## src/rtl/mux4_rr_arbiter.sv

```systemverilog
// Round-robin arbiter for four sources feeding a one-entry valid/ready output register.
// Drives the mux select code for the chosen channel.
module mux4_rr_arbiter #(
  parameter int         DW       = 2,
  parameter logic [1:0] PTR_INIT = 2'd3
) (
  input  logic          clk,
  input  logic          rst_n,
  input  logic [3:0]    req,
  input  logic [DW-1:0] d0,
  input  logic [DW-1:0] d1,
  input  logic [DW-1:0] d2,
  input  logic [DW-1:0] d3,
  output logic [3:0]    grant,
  output logic [1:0]    sel,
  output logic          out_valid,
  input  logic          out_ready,
  output logic [DW-1:0] out_data,
  output logic [1:0]    out_ch
);

  typedef enum logic {EMPTY = 1'b0, FULL = 1'b1} state_t;

  state_t        state, state_nxt;
  logic [1:0]    ptr;
  logic [1:0]    win;
  logic [1:0]    idx;
  logic          found;
  logic          accept_slot;
  logic          take;
  logic [DW-1:0] win_data;

  // Search starts one past the last winner so the previous grantee has lowest priority.
  always_comb begin
    win   = ptr;
    idx   = '0;
    found = 1'b0;
    for (int i = 1; i <= 4; i++) begin
      idx = ptr + 2'(i);
      if (!found && req[idx]) begin
        win   = idx;
        found = 1'b1;
      end
    end
  end

  assign accept_slot = (state == EMPTY) || out_ready;
  // rst_n gating keeps grant low while the async reset is held.
  assign take        = rst_n && accept_slot && found;
  assign grant       = take ? (4'b0001 << win) : 4'b0000;
  assign sel         = take ? (2'd3 - win) : (2'd3 - ptr);
  assign out_valid   = (state == FULL);

  always_comb begin
    case (win)
      2'd0:    win_data = d0;
      2'd1:    win_data = d1;
      2'd2:    win_data = d2;
      default: win_data = d3;
    endcase
  end

  always_comb begin
    state_nxt = state;
    if (take)             state_nxt = FULL;
    else if (accept_slot) state_nxt = EMPTY;
  end

  always_ff @(posedge clk or negedge rst_n) begin
    if (!rst_n) state <= EMPTY;
    else        state <= state_nxt;
  end

  always_ff @(posedge clk or negedge rst_n) begin
    if (!rst_n) begin
      ptr      <= PTR_INIT;
      out_data <= '0;
      out_ch   <= 2'd0;
    end else if (take) begin
      ptr      <= win;
      out_data <= win_data;
      out_ch   <= win;
    end
  end

endmodule
```

## config.mk

```make
export PLATFORM = sky130hd
export DESIGN_NAME = mux4_rr_arbiter
export DESIGN_NICKNAME = d
export VERILOG_FILES = /design/src/rtl/mux4_rr_arbiter.sv
export SDC_FILE = /design/constraint.sdc
export NUM_CORES = 1
export LEC_CHECK = 0
export BUFFER_PORTS_ARGS = -buffer_cell sky130_fd_sc_hd__buf_4
export CORE_ASPECT_RATIO = 0.75
export CORE_MARGIN = 4
export CORE_UTILIZATION = 30
export CTS_CLUSTER_DIAMETER = 80
export DETAILED_ROUTE_END_ITERATION = 16
export GPL_TIMING_DRIVEN = 0
export MAX_ROUTING_LAYER = met4
export PLACE_DENSITY = 0.61
export SETUP_SLACK_MARGIN = 0.15
export SYNTH_ARGS = -nofsm -noshare
export SYNTH_HDL_FRONTEND = slang
export SYNTH_SLANG_ARGS = --single-unit
export TNS_END_PERCENT = 30
```

## constraint.sdc

```tcl
create_clock -name clk -period 2.37 [get_ports clk]
set_clock_uncertainty 0.2 [all_clocks]
set_input_delay 0.474 -clock clk [delete_from_list [all_inputs] [get_ports clk]]
set_output_delay 0.474 -clock clk [all_outputs]
set_load 0.01 [all_outputs]
```

### Word-level counts from Yosys, hierarchy flattened

Index checks and enable logic that the tools add are counted.

* bits of input ports: 15
* output and inout bits: 11
* flip-flop bits (word level): 7

* $add $sub $neg: 5
* magnitude comparators: 4
* equality and inequality tests: 2
* bitwise operators: 1
* reductions and logical operators: 11
* shift operators: 1
* mux-type cells: 21

Operators with widths (number)
* $lt 2x3->1 const B: 4
* $mux 1: 10
* $mux 2: 5
* $bmux 1 s2: 4
* $pmux 2 s3: 1
* $logic_and 1x1->1: 5
* $add 2x2->2 const B: 2
* $mux 4: 1
* $shl 1x2->4 const A: 1
* $sub 2x2->2 const A: 2
* $logic_not 1->1: 3
* $add 2x1->2 const B: 1
* $eq 2x1->1 const B: 1
* $eq 2x2->1 const B: 1
* $logic_not 2->1: 1
* $reduce_bool 2->1: 1
* $logic_or 1x1->1: 1
* $not 1->1: 1

### Logic depth before layout (Yosys ltp)

* depth in word-level cells: 15
* gate-level depth with buffers: 6

### Least setup slack after synthesis

Ideal clock, no wire load.

* path type: input to output
* start: input port req[1]
* end: output port sel[0]
* arrival time: 1461 ps
* buffers on the path: 1
* required time: 1696 ps
* stages: 5
* setup slack: 235 ps
* cells stage by stage: or2_1 > o31ai_1 > a21oi_2 > buf_6 > o21ai_1

* cells in the longest elaborated chain, start to end: 14
* elaborated cells between the ends (all ways): 25

Ends and longest elaborated chain
* start: declaration: RTL line 9 `input logic [3:0] req,`
* $bmux 1 s2: RTL line 40 `if (!found && req[idx]) begin`
* $mux 1 (implied by the code): RTL line 40
* $mux 1: RTL line 40
* $logic_not 1->1: RTL line 40
* $logic_and 1x1->1: RTL line 40
* $mux 1: RTL line 40
* $logic_not 1->1: RTL line 40
* $logic_and 1x1->1: RTL line 40
* $mux 1: RTL line 40
* $logic_not 1->1: RTL line 40
* $logic_and 1x1->1: RTL line 40
* $mux 2 or $mux 1 (tied branches): RTL line 40
* $sub 2x2->2 or $logic_and 1x1->1 (tied branches): RTL line 51, 49
* $mux 2 (*): RTL line 51 `assign sel = take ? (2'd3 - win) : (2'd3 - ptr);`
* end: declaration: RTL line 15 `output logic [1:0] sel,`

Every way passes the cells marked *; elsewhere a longest branch is shown, timed or not. The select of a mux whose other input is x is not followed.

### Final worst setup path

* start: register ptr[0]
* end: output port grant[3]

* cells in the longest elaborated chain, start to end: 15
* elaborated cells between the ends (all ways): 28

Ends and longest elaborated chain
* start: declaration: RTL line 25 `logic [1:0] ptr;`
* start signal: assignment: RTL line 80 `ptr <= win;`
* $add 2x1->2: RTL line 39 `idx = ptr + 2'(i);`
* $bmux 1 s2: RTL line 40
* $mux 1 (implied by the code): RTL line 40
* $mux 1: RTL line 40
* $logic_not 1->1: RTL line 40
* $logic_and 1x1->1: RTL line 40
* $mux 1: RTL line 40
* $logic_not 1->1: RTL line 40
* $logic_and 1x1->1: RTL line 40
* $mux 1: RTL line 40
* $logic_not 1->1: RTL line 40
* $logic_and 1x1->1: RTL line 40
* $mux 2 or $mux 1 (tied branches): RTL line 40
* $shl 1x2->4 or $logic_and 1x1->1 (tied branches): RTL line 50, 49
* $mux 4 (*): RTL line 50 `assign grant = take ? (4'b0001 << win) : 4'b0000;`
* end: declaration: RTL line 14 `output logic [3:0] grant,`

Marked as above.

==> impl_metrics.py <==
metrics = {
    "critical_path": {
        "cpPeakStageDelay_ns": 0.58,
        "cp_num_buf_inv": 3,
        "critPathTopFamily": "flip-flops",
        "criticalPathCategory": "flip-flop to output port",
        "worst_path_most_repeated_cell": "sky130_fd_sc_hd__buf_4",
        "critical_path.endpoint_type": "output port",
        "worst-endpoint-required_ns": 1.70,
        "critical_path_arrival_ns": 1.73,
        "worst-path-max-fanout": 6,
        "critical_path_source_type": "flip-flop",
        "critical_path.slowest_cell": "sky130_fd_sc_hd__dfstp_2",
        "crit_chain": "inv_1 -> nor3_2 -> a211oi_4 -> buf_4 -> nor3b_1 -> buf_4",
    },
    "logic_synthesis": {
        "number_of_enable_type_register_cells_in_the_synthesized_netlist": 0,
        "area_contributors_post_synth": "sky130_fd_sc_hd__dfrtp_1 23%, sky130_fd_sc_hd__dfstp_2 9.6%, sky130_fd_sc_hd__o21a_1 5.5%",
        "register_bit_count_reported_by_yosys": 7,
        "synthDistinctLibCells": 32,
        "synth_top_area_share_pct": 22.8,
        "synthesis.area_per_instance_um2": 8.98,
        "synth.cell_area_um2": 548,
        "synth_most_common_cell": "sky130_fd_sc_hd__inv_1",
        "post_synth_inst_count": 61,
        "yosys_warnings": 0,
        "post_synth_most_frequent_cells": "7 x sky130_fd_sc_hd__inv_1, 5 x sky130_fd_sc_hd__dfrtp_1, 4 x sky130_fd_sc_hd__a21oi_1, 4 x sky130_fd_sc_hd__o21a_1",
        "ys_seq_area_share_pct": 32.4,
        "synth-async-reset-ratio_pct": 100,
        "yosys.area.top_type": "sky130_fd_sc_hd__dfrtp_1",
        "synth_ff_type": "sky130_fd_sc_hd__dfrtp_1",
        "nets_in_the_synthesized_netlist": 76,
    },
    "die": {
        "die_h_um": 45.0,
        "die-area_um2": 2580,
        "die_width_um": 57.4,
        "std_cell_rows": 13,
        "ioPinCount": 26,
        "coreArea_um2": 1720,
        "initial_utilization_pct": 31.8,
    },
    "detailed_routing": {
        "number_of_design_rule_violations_left_by_the_first_detailed_router_iteration": 16,
        "wire_per_inst_um": 13.0,
        "route.vias.total": 593,
        "avgViaCountPerCell": 4.82,
        "detailedRoute.firstPassIterationCount": 4,
        "wl_final_um": 1600,
        "detail_route.drc_violations": 0,
        "postRouteAntennaNets": 0,
    },
    "sta": {
        "worst_slew_margin_rel_pct": 80.4,
        "fin_crit_sh_pct": 101,
        "report.final.hold_viol_count": 0,
        "whs_ns": 0.207,
        "maxClockFrequency_mhz": 416,
        "fin_crit_ns": 2.40,
        "slew_at_the_pin_with_the_worst_max_slew_slack_ns": 0.294,
        "rsz0062_at_grt": "yes",
        "worst_slack_ns": -0.0337,
        "final_max_slew_viol_count": 0,
        "finalSetupViolations": 3,
    },
    "outcome": {
        "status": "complete, but fails checks",
        "failed_checks": "setup timing",
    },
    "global_routing": {
        "first_global_vias": 565,
        "grt_pass1_wl_um": 2590,
        "globalRouteTotalUtil_pct": 14.1,
        "global_route.overflow_total": 0,
        "antenna_found_initial": 0,
        "maximum_number_of_pins_on_one_net_before_global_route_repair": 11,
    },
    "job": {
        "drv_cap": 0,
    },
    "clocking": {
        "cts-root-buf": "sky130_fd_sc_hd__clkbuf_4",
        "clkSlewWorstSetupHoldPaths_ns": 0.05,
        "clkLatencyLatePin_ns": 0.25,
        "clk_path_buf_depth": 2,
        "cts_htree_levels": 1,
        "tritoncts": "yes",
        "cts.sinks": 7,
        "tritoncts_buffer_count": 3,
    },
    "layout": {
        "design.final.nets": 117,
        "p_r_area_growth_vs_syn_pct": 70.5,
        "fillerInstances": 171,
        "antenna-diode-count": 0,
        "fin_cells": 123,
        "layout-drive-gt1-share_pct": 55.4,
    },
    "placed_design": {
        "gpl.final_weighted_congestion": 0.766,
        "dp.cells": 108,
        "hpwl_um": 1140,
        "port-buffer-count": 25,
        "pre_cts_ws_ns": -0.120,
    },
    "power": {
        "power.density_nw_per_um2": 749,
        "vdd_drop_max_mv": 0.466,
        "power.static_leakage_nw": 0.437,
    },
    "hold_path": {
        "worst_hold_path_type": "input pin to flip-flop",
    },
}
==> layer usage <==
| metal | wire length, um | vias to the layer above | track usage (%) |
|---|---|---|---|
| li1 | - | 302 | - |
| met4 | 0 | 0 | 1.39 |
| met2 | 705 | 18 | 20.9 |
| met3 | 148 | 0 | 7.71 |
| met5 | 0 | - | - |
| met1 | 742 | 273 | 17.4 |
==> logic make-up (layout without fill, tap and decap cells) <==
family	count (synthesis)	count (layout)	synth area share [%]
AO/OA/AOI/OAI	25	25	35.6
flip-flops	7	7	32.4
AND/OR/NAND/NOR	18	18	18.5
multiplexers	2	2	4.57
buffers and inverters	9	49	8.90
==> where the power goes <==
part	leakage [nW]	internal (mW)	switching (mW)	total, mW
combinational	0.345	0.221	0.185	0.406
sequential	0.0772	0.163	0.0246	0.188
clock	0.0150	0.0642	0.0426	0.107
==> path summary, 6_finish.rpt <==
kind                            from  depth (start not counted)          end  slack, ns
setup / recovery              ptr[0]                          6     grant[3]      -0.03
hold / removal             out_ready                          2    out_valid       0.21
hold reg to reg            out_ch[1]                          1    out_ch[1]       0.29
max in group asynchronous      rst_n                          2  out_data[1]       1.28
setup reg to reg              ptr[0]                          6  out_data[1]       0.39
min in group asynchronous      rst_n                          2    out_ch[0]       0.47
==> layout by cell type (no fill, tap or decap), types with 3 or more instances in the layout <==
cell type	instances
sky130_fd_sc_hd__nor2_1	3
sky130_fd_sc_hd__a21oi_1	4
sky130_fd_sc_hd__dfrtp_1	5
sky130_fd_sc_hd__buf_6	3
sky130_fd_sc_hd__o21a_1	4
sky130_fd_sc_hd__inv_1	7
sky130_fd_sc_hd__clkbuf_4	3
sky130_fd_sc_hd__buf_4	33
==> state kept, by name, indices dropped and copies added, names as in the netlist <==
| signal | cells |
|---|---|
| out_ch | 2 |
| out_data | 2 |
| ptr | 2 |
| out_valid | 1 |
==> stage by stage <==
| step | TNS (ns) | total power, mW | util, % | cell area (um^2) |
|---|---|---|---|---|
| after floorplan | 0 | 0.401 | - | 548 |
| after global placement | -0.307 | 0.524 | 44.3 | 763 |
| after detailed placement | -0.401 | 0.527 | 44.3 | 763 |
| after CTS | 0 | 0.691 | 53.2 | 917 |
| after global routing | -0.516 | 0.753 | 54.2 | 935 |
| final | -0.0588 | 0.700 | 54.2 | 935 |
==> final cells by class <==
class	count	area, um^2	share of cell area (%)
multi-input combinational	45	375	40.2
timing repair buffer	36	279	29.9
clock buffer	4	26.3	2.81
tap	22	27.5	2.95
buffer	2	22.5	2.41
inverter	7	26.3	2.81
sequential	7	178	19.0
==> what timing repair did <==
item / 4_1_cts / 5_1_grt
resized for setup: 10 / 2
cloned: 0 / 0
endpoints found under the hold margin: 5 / 0
pin swaps: 4 / 4
endpoints found under the setup margin: 6 / 6
setup buffers: 8 / 1
hold buffers: 2 / 0
Power figures use the tool's default switching activity.
